## src/rtl/fp_mult_add_unit.sv

```systemverilog
// Non-fused binary32 multiply-add, result = ax + round(ay*az), as a four-stage pipeline.
// Both roundings are round-to-nearest-even; subnormal inputs and results are flushed to zero.
module fp_mult_add_unit (
  input  logic        clk,
  input  logic        aclr,
  input  logic        ena,
  input  logic [31:0] ax,
  input  logic [31:0] ay,
  input  logic [31:0] az,
  output logic [31:0] result
);

  localparam logic [31:0] QNAN = 32'h7FC0_0000;

  function automatic logic [24:0] rne_round(input logic [23:0] m, input logic g, input logic s);
    return {1'b0, m} + {24'd0, g & (s | m[0])};
  endfunction

  // Folds a rounding carry into the exponent, saturates to infinity, flushes underflow to +0.
  function automatic logic [31:0] pack_fp(input logic sgn, input logic signed [10:0] e,
                                          input logic [24:0] m);
    logic signed [10:0] ef;
    logic        [22:0] f;
    ef = m[24] ? e + 11'sd1 : e;
    f  = m[24] ? m[23:1] : m[22:0];
    if (ef >= 11'sd255) return {sgn, 8'hFF, 23'd0};
    if (ef <= 11'sd0)   return 32'h0;
    return {sgn, ef[7:0], f};
  endfunction

  function automatic logic [4:0] lzc27(input logic [26:0] v);
    logic [4:0] n;
    n = 5'd0;
    for (int i = 0; i < 27; i++)
      if (v[i]) n = 5'(26 - i);
    return n;
  endfunction

  // ---- S1: input registers ----
  logic [31:0] ax_p1, ay_p1, az_p1;

  always_ff @(posedge clk) begin
    if (aclr) begin
      ax_p1 <= '0;
      ay_p1 <= '0;
      az_p1 <= '0;
    end else if (ena) begin
      ax_p1 <= ax;
      ay_p1 <= ay;
      az_p1 <= az;
    end
  end

  // ---- S2: mantissa product, exponent sum, product rounding ----
  logic               y_zero, z_zero, y_inf, z_inf, y_nan, z_nan, p_sgn, p_g, p_s;
  logic        [47:0] p_full;
  logic signed [10:0] p_exp;
  logic        [22:0] p_man;
  logic        [31:0] prod_w;
  logic        [31:0] ax_p2, prod_p2;

  always_comb begin
    y_zero = (ay_p1[30:23] == 8'h00);
    z_zero = (az_p1[30:23] == 8'h00);
    y_inf  = (ay_p1[30:23] == 8'hFF) && (ay_p1[22:0] == 23'd0);
    z_inf  = (az_p1[30:23] == 8'hFF) && (az_p1[22:0] == 23'd0);
    y_nan  = (ay_p1[30:23] == 8'hFF) && (ay_p1[22:0] != 23'd0);
    z_nan  = (az_p1[30:23] == 8'hFF) && (az_p1[22:0] != 23'd0);
    p_sgn  = ay_p1[31] ^ az_p1[31];
    p_full = {24'd0, 1'b1, ay_p1[22:0]} * {24'd0, 1'b1, az_p1[22:0]};
    p_exp  = $signed({3'b000, ay_p1[30:23]}) + $signed({3'b000, az_p1[30:23]}) - 11'sd127;
    if (p_full[47]) begin
      p_man = p_full[46:24];
      p_g   = p_full[23];
      p_s   = |p_full[22:0];
      p_exp = p_exp + 11'sd1;
    end else begin
      p_man = p_full[45:23];
      p_g   = p_full[22];
      p_s   = |p_full[21:0];
    end
    if (y_nan || z_nan || (y_inf && z_zero) || (z_inf && y_zero)) prod_w = QNAN;
    else if (y_inf || z_inf)                                      prod_w = {p_sgn, 8'hFF, 23'd0};
    else if (y_zero || z_zero)                                    prod_w = {p_sgn, 31'd0};
    else prod_w = pack_fp(p_sgn, p_exp, rne_round({1'b1, p_man}, p_g, p_s));
  end

  always_ff @(posedge clk) begin
    if (aclr) begin
      ax_p2   <= '0;
      prod_p2 <= '0;
    end else if (ena) begin
      ax_p2   <= ax_p1;
      prod_p2 <= prod_w;
    end
  end

  // ---- S3: exponent compare, alignment with guard/round/sticky, add/subtract ----
  logic               a_zero, b_zero, a_inf, b_inf, a_nan, b_nan, a_big, eff_sub;
  logic               spec_w, sgn_w;
  logic        [31:0] spec_val_w, big;
  logic        [30:0] small_mag;
  logic        [7:0]  diff;
  logic        [26:0] big_ext, small_ext, small_al;
  logic        [27:0] sum_w;
  logic signed [10:0] exp_w;
  logic               spec_p3, sgn_p3;
  logic        [31:0] spec_val_p3;
  logic signed [10:0] exp_p3;
  logic        [27:0] sum_p3;

  always_comb begin
    a_zero    = (ax_p2[30:23] == 8'h00);
    b_zero    = (prod_p2[30:23] == 8'h00);
    a_inf     = (ax_p2[30:23] == 8'hFF) && (ax_p2[22:0] == 23'd0);
    b_inf     = (prod_p2[30:23] == 8'hFF) && (prod_p2[22:0] == 23'd0);
    a_nan     = (ax_p2[30:23] == 8'hFF) && (ax_p2[22:0] != 23'd0);
    b_nan     = (prod_p2[30:23] == 8'hFF) && (prod_p2[22:0] != 23'd0);
    a_big     = (ax_p2[30:0] >= prod_p2[30:0]);
    big       = a_big ? ax_p2 : prod_p2;
    small_mag = a_big ? prod_p2[30:0] : ax_p2[30:0];
    diff      = big[30:23] - small_mag[30:23];
    big_ext   = {1'b1, big[22:0], 3'b000};
    small_ext = {1'b1, small_mag[22:0], 3'b000};
    if (diff >= 8'd26) small_al = 27'd1;
    else small_al = (small_ext >> diff[4:0])
                  | {26'd0, |(small_ext << (5'd27 - diff[4:0]))};
    eff_sub = ax_p2[31] ^ prod_p2[31];
    sum_w   = eff_sub ? {1'b0, big_ext} - {1'b0, small_al}
                      : {1'b0, big_ext} + {1'b0, small_al};
    sgn_w   = big[31];
    exp_w   = $signed({3'b000, big[30:23]});
    spec_w     = 1'b1;
    spec_val_w = 32'h0;
    if (a_nan || b_nan)      spec_val_w = QNAN;
    else if (a_inf && b_inf) spec_val_w = (ax_p2[31] == prod_p2[31]) ? ax_p2 : QNAN;
    else if (a_inf)          spec_val_w = ax_p2;
    else if (b_inf)          spec_val_w = prod_p2;
    else if (a_zero && b_zero) spec_val_w = {ax_p2[31] & prod_p2[31], 31'd0};
    else if (a_zero)         spec_val_w = prod_p2;
    else if (b_zero)         spec_val_w = ax_p2;
    else                     spec_w     = 1'b0;
  end

  always_ff @(posedge clk) begin
    if (aclr) begin
      spec_p3     <= 1'b0;
      spec_val_p3 <= '0;
      sgn_p3      <= 1'b0;
      exp_p3      <= '0;
      sum_p3      <= '0;
    end else if (ena) begin
      spec_p3     <= spec_w;
      spec_val_p3 <= spec_val_w;
      sgn_p3      <= sgn_w;
      exp_p3      <= exp_w;
      sum_p3      <= sum_w;
    end
  end

  // ---- S4: normalise, round, special-case select, result register ----
  logic        [4:0]  lz;
  logic        [26:0] norm;
  logic signed [10:0] exp4;
  logic        [31:0] res_w;

  always_comb begin
    lz = 5'd0;
    if (sum_p3[27]) begin
      norm = {sum_p3[27:2], sum_p3[1] | sum_p3[0]};
      exp4 = exp_p3 + 11'sd1;
    end else begin
      lz   = lzc27(sum_p3[26:0]);
      norm = sum_p3[26:0] << lz;
      exp4 = exp_p3 - $signed({6'd0, lz});
    end
    if (spec_p3)              res_w = spec_val_p3;
    else if (sum_p3 == 28'd0) res_w = 32'h0;
    else res_w = pack_fp(sgn_p3, exp4, rne_round(norm[26:3], norm[2], norm[1] | norm[0]));
  end

  always_ff @(posedge clk) begin
    if (aclr)     result <= '0;
    else if (ena) result <= res_w;
  end

endmodule

```

## config.mk

```make
export PLATFORM = sky130hd
export DESIGN_NAME = fp_mult_add_unit
export DESIGN_NICKNAME = d
export VERILOG_FILES = /design/src/rtl/fp_mult_add_unit.sv
export SDC_FILE = /design/constraint.sdc
export NUM_CORES = 2
export LEC_CHECK = 0
export ABC_AREA = 1
export ABC_CLOCK_PERIOD_IN_PS = 10490
export BUFFER_PORTS_ARGS = -buffer_cell sky130_fd_sc_hd__buf_2
export CAP_MARGIN = 20
export CORE_ASPECT_RATIO = 1.5
export CORE_MARGIN = 5
export CORE_UTILIZATION = 56
export CTS_CLUSTER_DIAMETER = 150
export DETAILED_ROUTE_END_ITERATION = 10
export PLACE_DENSITY = 0.73
export SLEW_MARGIN = 20
export SYNTH_ARGS = -nofsm -noshare
export SYNTH_HDL_FRONTEND = slang
export SYNTH_SLANG_ARGS = --single-unit
```

## constraint.sdc

```tcl
create_clock -name clk -period 10.49 [get_ports clk]
set_input_delay 1.5735 -clock clk [delete_from_list [all_inputs] [get_ports clk]]
set_output_delay 1.5735 -clock clk [all_outputs]
set_load 0.02 [all_outputs]
```

## Yosys cells after proc, flatten, opt, wreduce, memory -nomap -nowiden

Cells that the tools add are included.

- Bits in registers: 262
- Input bits: 99
- Output and inout port bits: 32
- Logic and storage cells: 169

- Add/subtract/negate cells: 13
- Multipliers: 1
- $lt $le $gt $ge: 6
- Equality and inequality tests: 5
- Shifts and indexed selects: 3
- Multiplexer cells: 86
- Bitwise gates (word level): 10
- Reduce and logical (&&, ||, !) cells: 34

Operator list:

| cell | count |
|---|---|
| two-way mux 32 bit | 22 |
| two-way mux 5 bit | 28 |
| logical NOT 23 bit | 4 |
| nonzero test 23 bit | 4 |
| two-way mux 23 bit | 3 |
| two-way mux 27 bit | 2 |
| << shifter 27 x 5 -> 27 bit | 2 |
| adder 24 x 1 -> 25 bit | 2 |
| multiplier 24 x 24 -> 48 bit | 1 |
| two-way mux 11 bit | 4 |
| equality test 8 bit, second input constant | 4 |
| logical NOT 8 bit | 4 |
| >= comparator 31 bit | 1 |
| two-way mux 31 bit | 1 |
| adder 27 x 27 -> 28 bit | 1 |
| logical NOT 28 bit | 1 |
| two-way mux 28 bit | 1 |
| subtractor 27 x 27 -> 28 bit | 1 |
| OR 27 x 1 -> 27 bit | 1 |
| OR reduction 27 bit | 1 |
| >> shifter 27 x 5 -> 27 bit | 1 |
| two-way mux 1 bit | 25 |
| OR reduction 23 bit | 1 |
| adder 11 x 2 -> 11 bit, second input constant | 2 |
| 17 further kinds | 41 |

## Logic depth before layout (Yosys ltp)

- Word-level depth: 46
- Depth in mapped cells: 60
- Gate-level depth less buffers: 59

## Worst setup path after synthesis

OpenSTA, ideal clock, no wires.

- Path kind: flip-flop to flip-flop
- Start: reg ay_p1[13]
- End: reg prod_p2[3]
- Setup time: 0.132 ns
- Arrival: 8.893 ns
- Required time: 10.358 ns
- Path slack: 1.464 ns
- Stages on the path, launching flop included: 56
- Buffers on the path: 8
- Clock period less this slack: 9.026 ns
- Cell sequence: dfxtp_1 -> clkbuf_1 -> clkbuf_1 -> nand2_1 -> fa_1 -> inv_1 -> fa_1 -> inv_1 -> fa_1 -> inv_1 -> fa_1 -> inv_1 -> fa_1 -> inv_1 -> fa_1 -> inv_1 -> fa_1 -> inv_1 -> [... 20 more ...] -> nand2_1 -> nand2_1 -> inv_1 -> ha_1 -> nand3_1 -> nor2_1 -> nand3_1 -> buf_6 -> buf_6 -> o21ai_1 -> nand2_1 -> nor2_1 -> nand3_1 -> nand2_1 -> nand2_2 -> buf_6 -> nand3_1 -> a21oi_1

- Word-level cells in the longest chain between the ends: 18
- Elaborated cells between the ends (all ways): 39
- Classes of those cells: 2 x add/sub; 1 x mul; 2 x order compare; 21 x mux; 2 x bitwise; 11 x reduce/logical

Ends and longest elaborated chain:

| element | line | source |
|---|---|---|
| start, declared | 40 | `logic [31:0] ax_p1, ay_p1, az_p1;` |
| start signal, assigned | 49 | `ay_p1 <= ay;` |
| multiplier 24 x 24 -> 48 bit | 70 | `p_full = {24'd0, 1'b1, ay_p1[22:0]} * {24'd0, 1'b1, az_p1[22:0]};` |
| OR reduction 23 bit / OR reduction 22 bit (equally long branches) | 75, 80 |  |
| two-way mux 1 bit | 72 | `if (p_full[47]) begin` |
| OR 1 bit | 16 | `return {1'b0, m} + {24'd0, g & (s \| m[0])};` |
| AND 1 bit | 16 |  |
| adder 24 x 1 -> 25 bit | 16 |  |
| two-way mux 11 bit | 24 | `ef = m[24] ? e + 11'sd1 : e;` |
| less-or-equal comparator 11 x 1 -> 1 bit | 27 | `if (ef <= 11'sd0) return 32'h0;` |
| two-way mux 1 bit (2 in series) | 27 |  |
| two-way mux 1 bit | 84 | `else if (y_zero \|\| z_zero) prod_w = {p_sgn, 31'd0};` |
| two-way mux 1 bit | 83 | `else if (y_inf \|\| z_inf) prod_w = {p_sgn, 8'hFF, 23'd0};` |
| two-way mux 1 bit | 82 | `if (y_nan \|\| z_nan \|\| (y_inf && z_zero) \|\| (z_inf && y_zero)) prod_w = QNAN;` |
| two-way mux 32 bit | 28 | `return {sgn, ef[7:0], f};` |
| two-way mux 32 bit | 27 |  |
| two-way mux 32 bit | 84 |  |
| two-way mux 32 bit | 83 |  |
| two-way mux 32 bit * | 82 |  |
| end signal, assigned | 94 | `prod_p2 <= prod_w;` |
| end, declared | 60 | `logic [31:0] ax_p2, prod_p2;` |

Mark *: on every way between the ends. The rest lies on a longest branch, timed or not. The select of a mux whose other input is x is not followed.
A chain may end at the register's enable or synchronous reset.

## Worst setup path after layout

- Start: reg ay_p1[20]
- End: reg prod_p2[31]

The elaborated chain is that of the path after synthesis.

==> results.md <==
- Final wirelength: around 140000 µm
- Most common cell in the netlist: nand2_1
- Net Count, Synth: 6976
- Sequential area share after synthesis: 0.128
- Upper clock frequency limit: between 0.09 and 0.1 GHz
- Antenna Nets Post-Route: 0
- DRT iter0 DRCs: roughly 3400
- Post-Synthesis Cells: 6110
- Die Area: a little under 80000 µm²
- Setup crit end kind: flip-flop
- CP arrival: ~11 ns
- Post-synthesis simple-gate area fraction: 0.251
- Layout cells sized above 1: 0.0592
- Residual DRC: 0
- Hold_sp: prod_p2[6]
- Xor and xnor area share after synthesis: 0.0254
- Number of synthesized flops with an enable pin: 0
- Placement Rows: around 120
- Post-CTS Setup Inserts: 0
- P&R area growth vs syn: 5.37%
- Multiplexer share of the synthesized area: 0.000244
- Post-DP HPWL: around 120000 µm
- Worst Setup SP: ay_p1[20]
- Max cap viols: 0
- Synth area leaders: fa_1 24%, nand2_1 13%, dfxtp_1 13%, inv_1 11%, ha_1 8.6%
- Initial antenna violation count: 4
- Worst R2R Start: ay_p1[20]
- #FFs+latches synth: around 260
- Largest family of logic cells by synthesized area: adder cells
- Post-synth cell types: between 60 and 70
- Yosys top cell area share: 0.237
- Synthesized area: 41000 µm²
- Worst path max stage delay: about 0.97 ns
- Status: finished clean
- Die H: roughly 340 µm
- Routed vias/inst: about 5.7
- Crit share post-route: 0.955
- Worst slew pin tran: between 1 and 1.5 ns
- Prevailing post-synth register cell: dfxtp_1
- Average cell area after synthesis: ~6.7 µm²
- Core Footprint: about 73000 µm²
- CTS tree: yes
- Min-delay worst type: reg2reg
- RSZ-0062 raised after global routing: no
- Vias in the first global route: ~40000
- Fill cells: 7162
- Worst Setup Path Type: reg2reg
- Post-synth top area cell: fa_1
- Min Tclk post-route: about 10 ns
- Worst slew margin: 0.272
- Crit path top cell by count: nand2_1
- Deepest clock path buffer count: 3
- Setup TNS: 0 ns
- Crit-path slowest cell: dfxtp_1
- Die X: around 230 µm
- Crit path launch type: flip-flop
- Asr flop ratio synth: 0
- IO Count: approximately 130
- Post-synthesis compound-gate area fraction: 0.126
- Fin cells: ~7000
- Clk Latency, worst-skew pair: 0.60 ns
- Layout Nets: roughly 6900
- Final Hold Fails: 0
- Largest net degree at the start of global routing: 98
- Static Leakage: ~23 nW
- Root Driver: clkbuf_16
- Peak VDD IR: 216 µV
- Total iterations of the first detailed-routing run: 7
- Most instantiated cells after synthesis: 1451 x nand2_1, 1226 x inv_1, 485 x fa_1, 434 x nor2_1, 381 x o21ai_0
- Clock transition at the registers of the reported paths: 0.07 ns
- Grt total ovfl: 0
- Worst endpoint required time: between 10 and 15 ns
- Port bufs: 130
- Synthesis Warnings: 0
- Number of buffers created by CTS: 29
- Dpl cells: 6932
- Clock tree sinks: approximately 260
- WL/cell: 20.2 µm
- First-pass GRT wire length: around 220000 µm
- Global placer's final weighted congestion: around 1.0
- CTS H-Tree Depth: 1
- Power Density: between 200 and 250 nW/µm²
- Endpoints failing setup: 0
- Total power: 9.84 mW
- Clock skew: 0.0187 ns
- Critical-path maximum fanout: 29
- Area share of fa/ha/maj cells after synthesis: 0.323
- Starting Density: 0.564
- Via count: 40100
- Total global-route track usage: 0.350
- Max Slew Vio Count: 0
==> layout by cell type, fill, tap and decap left out, types with 46 or more instances in the layout <==
cell type,netlist,layout
fa_1,485,485
o21ai_0,381,381
nor2_1,434,434
nand3_1,344,343
dfxtp_1,262,257
buf_2,11,129
nand4_1,78,78
xor2_1,76,75
inv_1,1226,1225
buf_4,3,85
a21oi_1,373,373
ha_1,282,282
nand2_1,1451,1451
nor4_1,47,46
==> power breakdown <==
part | internal [mW] | switching, mW
Clock | 0.633 | 0.483
Combinational | 2.44 | 5.02
Sequential | 1.10 | 0.169
Total | 4.17 | 5.67
==> area by class of cell <==
| cell class | count | area (µm²) | area share |
|---|---|---|---|
| Inverter | 1246 | 4690 | 0.108 |
| Sequential cell | 262 | 5250 | 0.121 |
| Clock inverter | 11 | 150 | 0.00347 |
| Multi-Input combinational cell | 4287 | 29800 | 0.690 |
| Antenna cell | 2 | 5.00 | 0.000116 |
| Clock buffer | 42 | 845 | 0.0195 |
| Tap cell | 922 | 1150 | 0.0267 |
| Timing Repair Buffer | 215 | 1290 | 0.0300 |
==> critical path: cells and delay by family (launching register included) <==
| family | cells | cell delay (ns) |
|---|---|---|
| compound gates | 4 | 0.85 |
| xor+xnor | 1 | 0.41 |
| fa+ha+maj | 8 | 4.01 |
| buf+inv | 7 | 0.59 |
| flops | 1 | 0.97 |
| simple gates | 20 | 3.07 |
==> final timing paths <==
check             cells past startpoint           to  slack (ns)
setup / recovery                     40  prod_p2[31]        0.47
hold / removal                        2   prod_p2[6]        0.47
setup reg to reg                     40  prod_p2[31]        0.47
hold reg to reg                       2   prod_p2[6]        0.47
==> state kept, by name, summed over array words and instances (netlist names) <==
signal and cells:
ax_p2 32, az_p1 32, sgn_p3 1, exp_p3 8, ax_p1 32, spec_p3 1, ay_p1 32, sum_p3 28
result 32, spec_val_p3 32, prod_p2 32
==> metrics by stage <==
| step | instance area, µm² | util | hold WS, ns | worst slack, ns |
|---|---|---|---|---|
| floorplan | 41000 | - | 0.437 | 1.46 |
| detailed placement | 42200 | 0.581 | 0.456 | 0.519 |
| finish | 43200 | 0.595 | 0.467 | 0.472 |
| CTS | 43200 | 0.595 | 0.467 | 0.496 |
| global route | 43200 | 0.595 | 0.477 | 0.00144 |
| global placement | 42200 | 0.581 | 0.455 | 0.526 |
==> per-layer routing <==
| metal | track usage | wire (µm) | up-vias |
|---|---|---|---|
| met4 | 0.278 | 14100 | 0 |
| met1 | 0.374 | 48200 | 18900 |
| met2 | 0.621 | 69700 | 1764 |
| met5 | 0 | 0 | - |
| met3 | 0.0431 | 9000 | 584 |
| li1 | - | - | 18800 |
==> kinds of logic after synthesis <==
family                     count (synthesis)
DFF                                      262
muxes                                      1
buffers and inverters                   1561
adders and majority gates                767
AOI/OAI and AO/OA                        939
and+or+nand+nor                         2461
xor gates and xnor gates                 119
==> what timing repair did <==
item                       CTS  global route
hold buffers                 0             0
resized for setup            0             4
setup endpoints to repair    0            30
Power figures use the tool's default switching activity.
